===== config.mk =====
export PLATFORM = sky130hd
export DESIGN_NAME = rv32_prefetch
export DESIGN_NICKNAME = d
export VERILOG_FILES = /design/src/rtl/rv32_pkg.sv /design/src/rtl/rv32_prefetch_queue.sv /design/src/rtl/rv32_prefetch.sv
export SDC_FILE = /design/constraint.sdc
export NUM_CORES = 1
export LEC_CHECK = 0
export ABC_AREA = 1
export CORE_ASPECT_RATIO = 0.9
export CORE_MARGIN = 4
export CORE_UTILIZATION = 54
export CTS_CLUSTER_DIAMETER = 60
export DETAILED_ROUTE_END_ITERATION = 10
export PLACE_DENSITY = 0.78
export SKIP_LAST_GASP = 1
export SYNTH_ARGS = -nofsm -noshare
export SYNTH_HDL_FRONTEND = slang
export SYNTH_SLANG_ARGS = --single-unit

===== constraint.sdc =====
create_clock -name clk -period 5.4 [get_ports clk]
set_input_delay 1.35 -clock clk [delete_from_list [all_inputs] [get_ports clk]]
set_output_delay 1.35 -clock clk [all_outputs]
set_load 0.1 [all_outputs]

===== src/rtl/rv32_pkg.sv =====
// Shared types and constants for the RV32 instruction prefetch queue.
package rv32_pkg;

  localparam int XLEN = 32;

  localparam logic [XLEN-1:0] PC_INC = 32'd4;

  // Stale-response counter width; it has to cover requests left over from back-to-back flushes.
  localparam int DISCARD_W = 8;

  typedef enum logic [1:0] {
    SLOT_FREE    = 2'd0,
    SLOT_PENDING = 2'd1,
    SLOT_FILLED  = 2'd2
  } slot_state_e;

endpackage


===== src/rtl/rv32_prefetch_queue.sv =====
// Prefetch slot storage: per-slot state, pc and instruction word, plus head/fill/alloc pointers.
// Slots are allocated, filled and freed strictly in order; pointers wrap modulo DEPTH.
module rv32_prefetch_queue
  import rv32_pkg::*;
#(
  parameter int DEPTH = 4,
  localparam int PW = $clog2(DEPTH),
  localparam int CW = $clog2(DEPTH + 1)
) (
  input  logic            clk,
  input  logic            reset_n,
  input  logic            flush_i,
  input  logic            alloc_i,
  input  logic [XLEN-1:0] alloc_pc_i,
  input  logic            fill_i,
  input  logic [XLEN-1:0] fill_data_i,
  input  logic            pop_i,
  output logic            full_o,
  output logic [CW-1:0]   pend_cnt_o,
  output slot_state_e     head_state_o,
  output logic [XLEN-1:0] head_pc_o,
  output logic [XLEN-1:0] head_instr_o
);

  slot_state_e     state_q   [DEPTH];
  slot_state_e     state_d   [DEPTH];
  logic [XLEN-1:0] pc_mem    [DEPTH];
  logic [XLEN-1:0] instr_mem [DEPTH];

  logic [PW-1:0] head_q, head_d;
  logic [PW-1:0] fill_q, fill_d;
  logic [PW-1:0] alloc_q, alloc_d;
  logic [CW-1:0] count_q, count_d;
  logic [CW-1:0] pend_q, pend_d;

  always_comb begin
    // NOTE: every always_comb target gets a default first, so no path can infer a latch.
    state_d = state_q;
    head_d  = head_q;
    fill_d  = fill_q;
    alloc_d = alloc_q;
    count_d = count_q;
    pend_d  = pend_q;
    if (flush_i) begin
      for (int i = 0; i < DEPTH; i++) state_d[i] = SLOT_FREE;
      head_d  = '0;
      fill_d  = '0;
      alloc_d = '0;
      count_d = '0;
      pend_d  = '0;
    end else begin
      if (fill_i) begin
        state_d[fill_q] = SLOT_FILLED;
        fill_d          = fill_q + PW'(1);
      end
      // Pop after fill so a bypassed head goes straight back to FREE.
      if (pop_i) begin
        state_d[head_q] = SLOT_FREE;
        head_d          = head_q + PW'(1);
      end
      if (alloc_i) begin
        state_d[alloc_q] = SLOT_PENDING;
        alloc_d          = alloc_q + PW'(1);
      end
      count_d = count_q + CW'(alloc_i) - CW'(pop_i);
      pend_d  = pend_q + CW'(alloc_i) - CW'(fill_i);
    end
  end

  // NOTE: sequential state uses non-blocking assignments so every register sees pre-edge values.
  always_ff @(posedge clk or negedge reset_n) begin
    if (!reset_n) begin
      for (int i = 0; i < DEPTH; i++) state_q[i] <= SLOT_FREE;
      head_q  <= '0;
      fill_q  <= '0;
      alloc_q <= '0;
      count_q <= '0;
      pend_q  <= '0;
    end else begin
      state_q <= state_d;
      head_q  <= head_d;
      fill_q  <= fill_d;
      alloc_q <= alloc_d;
      count_q <= count_d;
      pend_q  <= pend_d;
    end
  end

  // NOTE: payload arrays are not reset; a slot is only read once its state says it holds data.
  always_ff @(posedge clk) begin
    if (alloc_i && !flush_i) pc_mem[alloc_q] <= alloc_pc_i;
    if (fill_i && !flush_i)  instr_mem[fill_q] <= fill_data_i;
  end

  assign full_o       = (count_q == CW'(DEPTH));
  assign pend_cnt_o   = pend_q;
  assign head_state_o = state_q[head_q];
  assign head_pc_o    = pc_mem[head_q];
  assign head_instr_o = instr_mem[head_q];

endmodule


===== src/rtl/rv32_prefetch.sv =====
// RV32 instruction prefetch: fetch PC, memory handshake, branch flush and stale-response discard.
// Define RV32_PREFETCH_BYPASS_EN to forward a response straight to decode when it fills the head slot.
module rv32_prefetch
  import rv32_pkg::*;
#(
  parameter int              DEPTH    = 4,
  parameter logic [XLEN-1:0] RESET_PC = 32'h0000_0000
) (
  input  logic            clk,
  input  logic            reset_n,
  input  logic            branch_taken_in,
  input  logic [XLEN-1:0] branch_pc_in,
  output logic            mem_req_out,
  output logic [XLEN-1:0] mem_addr_out,
  input  logic            mem_gnt_in,
  input  logic            mem_rvalid_in,
  input  logic [XLEN-1:0] mem_rdata_in,
  output logic            valid_out,
  input  logic            ready_in,
  output logic [XLEN-1:0] pc_out,
  output logic [XLEN-1:0] instr_out
);

  localparam int CW = $clog2(DEPTH + 1);

  logic [XLEN-1:0]      fetch_pc_q, fetch_pc_d;
  logic [DISCARD_W-1:0] discard_q, discard_d, outstanding;

  logic                 q_full;
  logic [CW-1:0]        pend_cnt;
  slot_state_e          head_state;
  logic [XLEN-1:0]      head_pc, head_instr;
  logic                 alloc_en, fill_en, pop_en, head_filled;

  // reset_n is folded in so no request leaks out while reset is held.
  assign mem_req_out  = reset_n && !q_full && !branch_taken_in;
  assign mem_addr_out = fetch_pc_q;
  assign alloc_en     = mem_req_out && mem_gnt_in;
  assign fill_en      = mem_rvalid_in && (discard_q == '0) && (pend_cnt != '0);
  assign head_filled  = (head_state == SLOT_FILLED);

`ifdef RV32_PREFETCH_BYPASS_EN
  logic bypass;
  // A pending head is always the oldest pending slot, so this response is its word.
  assign bypass    = fill_en && (head_state == SLOT_PENDING);
  assign valid_out = head_filled || bypass;
  assign instr_out = head_filled ? head_instr : (bypass ? mem_rdata_in : '0);
`else
  assign valid_out = head_filled;
  assign instr_out = head_filled ? head_instr : '0;
`endif

  assign pc_out = valid_out ? head_pc : '0;
  assign pop_en = valid_out && ready_in && !branch_taken_in;

  // Responses still owed at a flush: earlier stale ones plus everything pending now.
  assign outstanding = discard_q + DISCARD_W'(pend_cnt);

  always_comb begin
    discard_d  = discard_q;
    fetch_pc_d = fetch_pc_q;
    if (branch_taken_in) begin
      fetch_pc_d = {branch_pc_in[XLEN-1:2], 2'b00};
      discard_d  = outstanding - DISCARD_W'(mem_rvalid_in && (outstanding != '0));
    end else begin
      if (mem_rvalid_in && (discard_q != '0)) discard_d = discard_q - DISCARD_W'(1);
      if (alloc_en) fetch_pc_d = fetch_pc_q + PC_INC;
    end
  end

  always_ff @(posedge clk or negedge reset_n) begin
    if (!reset_n) begin
      fetch_pc_q <= {RESET_PC[XLEN-1:2], 2'b00};
      discard_q  <= '0;
    end else begin
      fetch_pc_q <= fetch_pc_d;
      discard_q  <= discard_d;
    end
  end

  rv32_prefetch_queue #(.DEPTH(DEPTH)) u_queue (
    .clk          (clk),
    .reset_n      (reset_n),
    .flush_i      (branch_taken_in),
    .alloc_i      (alloc_en),
    .alloc_pc_i   (fetch_pc_q),
    .fill_i       (fill_en),
    .fill_data_i  (mem_rdata_in),
    .pop_i        (pop_en),
    .full_o       (q_full),
    .pend_cnt_o   (pend_cnt),
    .head_state_o (head_state),
    .head_pc_o    (head_pc),
    .head_instr_o (head_instr)
  );

  // A response with nothing outstanding is dropped by fill_en; flag it in simulation.
  assert property (@(posedge clk) disable iff (!reset_n)
    !(mem_rvalid_in && (discard_q == '0) && (pend_cnt == '0)));

endmodule

==> flow_summary.yaml, run 1 <==
timing:
  max_slew_margin_pct: 24.0
  finClkSkew_ns: 0.0224
  tns_ns: 0
  worst_pin_slew_ns: 1.14
  rsz0062_at_grt: "false"
  setup_viol_count_final: 0
  max_freq_ghz: 0.218
  drv_slew: 0
  min_period_ns: 4.58
  fin_crit_sh_pct: 84.8
  final_hold_viol_count: 0
clock_network:
  hold_buffers: 0
  cts_tree: "yes"
  cts_max_path_buffers: 3
  cts_setup_buffers: 0
  ctsResizeCount: 0
  clock-root-buffer: "clkbuf_16"
  numCtsBuffers: 34
  clock_latency_ns: 0.51
  clock-sinks: 306
  clkTransAtPathRegs_ns: 0.05
  htree_levels: 2
synth:
  async_reset_ff_share_pct: 19.0
  yosysTopAreaCell: "edfxtp_1"
  ys_types: 46
  ys_seq_area_share_pct: 64.4
  synth_cells: 1315
  synth_area_leaders: "edfxtp_1 (54%), dfrtp_1 (11%), nor2_1 (8.3%), o21ai_0 (5.2%), nand2_1 (4.0%)"
  synth_most_common_cell: "nor2_1"
  synth_edf_count: 248
  synth-seq-cells: 306
  synth_top_area_share_pct: 53.9
  ys.warnings.count: 0
  ys.flop_type: "edfxtp_1"
  synth_commonest_cells: "nor2_1 (305), edfxtp_1 (248), nand2_1 (149)"
  synth_area_um2: 13800
  avgSynthCellArea_um2: 10.5
layout:
  antennaDiodeCount: 0
  drive_gt1_share_pct: 12.0
  fin_cells: 1833
  nets: 1564
  final_area_um2: 16700
  area_growth_pct: 20.9
pwr:
  power_density_nw_per_um2: 346
  p_leak_uw: 0.00636
  ir_drop_v: 0.000192
grt:
  first_global_vias: 9884
  grt-ovfl-total: 0
  use_met1_pct: 31.2
  grt_use_total_pct: 22.8
  antenna_found_initial: 1
  met3_usage_pct: 4.69
  grt_most_used_layer: "met2"
  grt_max_degree: 129
  grt_pass1_wl_mm: 51.5
  grtUsageMet2_pct: 37.7
route:
  via_per_inst: 5.47
  drc_errors: 0
  routedWlPerCell_um: 17.7
  final_antenna_net_count: 0
  vias: 10000
  routed_wl_mm: 32.4
  first_pass_iters: 6
  drt_iter0_markers: 816
worst_setup_path:
  cp_cell_sequence: "inv_2 > buf_4 > o21ai_0 > a21oi_1 > buf_4"
  critPathMaxFanout: 128
  crit_path_start_kind: "flip-flop"
  worst_path_largest_cell_delay_ns: 0.88
  cp.required_ns: 4.05
  endpoint: "pc_out[25]"
  rr_endpoint: "u_queue.count_q[2]$_DFF_PN0_"
  critPathSlowestCell: "buf_4"
  reg2reg_depth: 13
  reg2reg_setup_slack_ns: 2.12
  crit_path_start: "u_queue.head_q[0]$_DFFE_PN0P_"
  critPathArrivalTime_ns: 3.23
  path_class: "reg -> out"
  cp-end-kind: "primary output"
  cpMostUsedCell: "buf_4"
  worstReg2RegStart: "u_queue.head_q[0]$_DFFE_PN0P_"
status:
  outcome: "completed"
placement:
  io_buffers: 161
  hpwl_mm: 19.6
  place_inst: 1773
  placed_area_um2: 15600
  gp_congestion: 0.933
floorplanning:
  die_area_um2: 28200
  num_rows: 55
  die_w_um: 177
  die_y_um: 160
  core_area_um2: 25200
  pin_count: 168
  initial_utilization_pct: 54.8
hold_path:
  hp-class: "reg -> reg"
job:
  cap_violations: 0
## metrics by stage
step                      hold slack [ns]  power [µW]  utilization, %  worst slack (ns)
after floorplan                     0.495        3300               -             0.525
after detailed placement            0.538        3540            61.9              1.36
after CTS                           0.551        5810            66.3             0.828
final                               0.552        5780            66.3             0.821
after global routing                0.561        6000            66.3             0.591
after global placement              0.506        3520            61.9              1.41
## cells by family after synthesis
family | count (synthesis) | synth area share (%)
xor gates and xnor gates | 29 | 1.84
other | 1 | 0.0271
DFF | 306 | 64.4
buffers and inverters | 154 | 4.58
adders and majority gates | 27 | 2.61
and+or+nand+nor | 554 | 17.0
AOI/OAI and AO/OA | 244 | 9.48
## per-layer routing
| layer | share of wire (%) | vias to the layer above |
|---|---|---|
| li1 | - | 4797 |
| met3 | 8.3 | 58 |
| met5 | 0.034 | - |
| met1 | 42 | 4765 |
| met4 | 2.3 | 2 |
| met2 | 47 | 401 |
## worst min path at each step
stage	start	end	slack, ns	cells past startpoint
after floorplan	u_queue.state_q[6]$_DFF_PN0_	u_queue.state_q[6]$_DFF_PN0_	0.49	1
after global routing	u_queue.state_q[6]$_DFF_PN0_	u_queue.state_q[6]$_DFF_PN0_	0.56	1
after CTS	u_queue.state_q[6]$_DFF_PN0_	u_queue.state_q[6]$_DFF_PN0_	0.55	1
after global placement	u_queue.state_q[6]$_DFF_PN0_	u_queue.state_q[6]$_DFF_PN0_	0.51	1
final	u_queue.state_q[6]$_DFF_PN0_	u_queue.state_q[6]$_DFF_PN0_	0.55	1
after detailed placement	u_queue.state_q[6]$_DFF_PN0_	u_queue.state_q[6]$_DFF_PN0_	0.54	1
## power by group
group	switching, µW	leakage [µW]	internal (µW)
Clock	890	0.000538	1380
Sequential	134	0.00297	2640
Combinational	506	0.00285	220
Total	1530	0.00636	4250
## flip-flops by register name (all words and copies together) (netlist names)
| name | flops |
|---|---|
| u_queue.pend_cnt_o | 3 |
| u_queue.head_q | 2 |
| u_queue.count_q | 3 |
| u_queue.alloc_q | 2 |
| u_queue.fill_q | 2 |
| u_queue.instr_mem | 128 |
| mem_addr_out | 30 |
| discard_q | 8 |
| u_queue.state_q | 8 |
| u_queue.pc_mem | 120 |
## cell usage in the layout, fill, tap and decap left out, types with 26 or more instances in the layout
cell type,Yosys,routed
edfxtp_1,248,248
nand3_1,35,35
a21oi_1,74,74
dfrtp_1,58,56
o21ai_0,143,143
nor2_1,305,303
xor2_1,26,26
clkbuf_16,0,35
clkdlybuf4s50_1,0,95
nand2_1,149,148
buf_4,6,82
inv_1,79,77
## layout make-up
class,count,area (µm²)
clock buffers,41,898
well taps,342,428
flip-flops and latches,306,8900
clock inverters,19,210
fillers,1881,8480
inverters,86,327
multi-input cells,858,4320
repair buffers,181,1620
## worst max-delay path: cells and delay by family (launching register included)
| kind | cells | cell delay (ns) |
|---|---|---|
| DFF | 1 | 0.71 |
| AOI/OAI and AO/OA | 2 | 0.61 |
| buffers and inverters | 3 | 1.37 |
Power figures use the tool's default switching activity.
==> run 2, diff against run 1 <==
- clock period: 5.4 -> 4.59 ns (I/O delays scaled with it)
==> run 2 against run 1 <==
  * Sequential share of layout area decreased by 2.2 points
  * Register-to-register slack got worse by 0.89 ns
  * Worst setup slack got worse by 0.49 ns
  * Clock-buffer cell count increased by 1
  * Sequential power increased by 17%
  * Combinational power increased by 19%
  * Largest cell class unchanged
  * Highest routed layer is now met4
==> flow_summary.yaml, run 2 (synthesis gave the netlist of run 1 again) <==
clock_network:
  hold_buffers: 0
  clock-sinks: 306
  cts_setup_buffers: 0
  htree_levels: 1
  cts_tree: "yes"
  cts_max_path_buffers: 3
  numCtsBuffers: 31
  clkTransAtPathRegs_ns: 0.06
  ctsResizeCount: 0
  clock_latency_ns: 0.56
  clock-root-buffer: "clkbuf_16"
pwr:
  p_leak_uw: 0.00650
  p_sw_uw: 1790
  power.share.sequential_pct: 49.3
  p_clk_share_pct: 37.6
  comb_power_share_pct: 13.1
  swShare_pct: 27.1
  p_int_uw: 4810
  power_density_nw_per_um2: 379
  ir_drop_v: 0.000285
placement:
  io_buffers: 161
  place_inst: 1776
  post-place-ws_ns: 0.958
  hpwl_mm: 20.5
  gp_congestion: 0.882
timing:
  max_freq_ghz: 0.235
  fin_crit_sh_pct: 92.7
  tns_ns: 0
  finClkSkew_ns: 0.0203
  max_slew_margin_pct: 31.7
  rsz0062_at_grt: "false"
  min_period_ns: 4.26
  setup_viol_count_final: 0
  worst_pin_slew_ns: 1.02
  final_hold_viol_count: 0
  drv_slew: 0
  fin_ws_ns: 0.335
grt:
  use_met1_pct: 32.7
  grt_max_degree: 129
  grt-ovfl-total: 0
  grt_pass1_wl_mm: 52.6
  grt_most_used_layer: "met2"
  grtUsageMet2_pct: 38.0
  met3_usage_pct: 3.12
  grt_use_total_pct: 23.2
  first_global_vias: 9999
  antenna_found_initial: 0
worst_setup_path:
  cp.required_ns: 3.44
  cp-end-kind: "primary output"
  critPathMaxFanout: 66
  crit_path_start_kind: "flip-flop"
  path_class: "reg -> out"
  critPathArrivalTime_ns: 3.11
layout:
  antennaDiodeCount: 0
  layout_common_cells: "nor2_1 (303), edfxtp_1 (248), nand2_1 (148), o21ai_0 (143), clkdlybuf4s50_1 (95)"
  area_growth_pct: 26.1
  largest_register_ffs: 128
  nets: 1564
  largest-register: "u_queue.instr_mem"
  fillCellCount: 1761
  drive_gt1_share_pct: 12.1
  fin_cells: 1833
  final_common_cell: "nor2_1"
route:
  first_pass_iters: 7
  via_per_inst: 5.57
  drt_iter0_markers: 950
  vias: 10200
  routedWlPerCell_um: 18.2
  final_antenna_net_count: 0
  routed_wl_mm: 33.4
  drc_errors: 0
floorplanning:
  core_area_um2: 25200
  die_w_um: 177
  initial_utilization_pct: 54.8
  die_y_um: 160
  die_area_um2: 28200
  num_rows: 55
  pin_count: 168
status:
  outcome: "completed"
job:
  cap_violations: 0
hold_path:
  hp-class: "reg -> reg"
run 2: cell count changes in the layout (fill, tap and decap cells not counted), sizes merged:
cell / before / now
clkbuf: 41 / 42
buf: 86 / 89
inv: 86 / 87
bufinv: 4 / 2
clkinv: 13 / 10
run 2: cell type report:
class	instances	area (µm²)	area share [%]
inverter	86	327	1.87
clock buffer	42	867	4.98
tap	342	428	2.46
multi-input combinational	858	4330	24.8
clock inverter	15	151	0.869
sequential	306	8900	51.1
timing repair buffer	184	2410	13.9
run 2: power by group through the flow:
stage / combinational [µW] / sequential, µW / clock (µW)
after floorplan: 403 / 3480 / 0
after global placement: 844 / 3300 / 0
after detailed placement: 861 / 3300 / 0
after CTS: 869 / 3250 / 2490
after global routing: 945 / 3270 / 2620
final: 867 / 3250 / 2480
run 2: worst paths after layout:
path / startpoint / to / slack, ns / cells past startpoint
worst max-delay path: u_queue.head_q[0]$_DFFE_PN0P_ / instr_out[4] / 0.33 / 6
worst min-delay path: mem_addr_out[2]$_DFFE_PN0N_ / u_queue.pc_mem[1][2]$_DFFE_PP_ / 0.53 / 0
worst max register to register: u_queue.head_q[0]$_DFFE_PN0P_ / u_queue.count_q[2]$_DFF_PN0_ / 1.23 / 13
worst min register to register: mem_addr_out[2]$_DFFE_PN0N_ / u_queue.pc_mem[1][2]$_DFFE_PP_ / 0.53 / 0
max in group asynchronous: reset_n / u_queue.head_q[0]$_DFFE_PN0P_ / 3.12 / 2
min in group asynchronous: reset_n / mem_addr_out[15]$_DFFE_PN0N_ / 0.83 / 2
run 2: per-layer routing:
layer / part of all wire (%) / up-vias
li1: - / 4803
met1: 41 / 4874
met2: 48 / 451
met3: 7.8 / 76
met4: 3.0 / 0
met5: 0 / -
run 2: worst max-delay path, stage by stage, from the launching register on:
cell     delay (ns)
dfrtp_4        0.90
buf_4          0.68
nor2_1         0.11
nor2_1         0.12
o21ai_0        0.09
a21oi_1        0.34
buf_12         0.22
run 2: per-stage QoR:
step	hold slack, ns	total power, µW	cell area (µm²)	util (%)
after global placement	0.509	4140	16400	65.1
after detailed placement	0.513	4170	16400	65.1
final	0.528	6600	17400	69.2
after global routing	0.539	6840	17400	69.2
after floorplan	0.495	3890	13800	-
after CTS	0.528	6610	17400	69.2
==> run 3, diff against run 2 <==
- SLEW_MARGIN: unset -> 20
- TNS_END_PERCENT: unset -> 50
==> results of run 3 <==
Same layout as run 2: the final DEF is identical, and so are final timing and power.
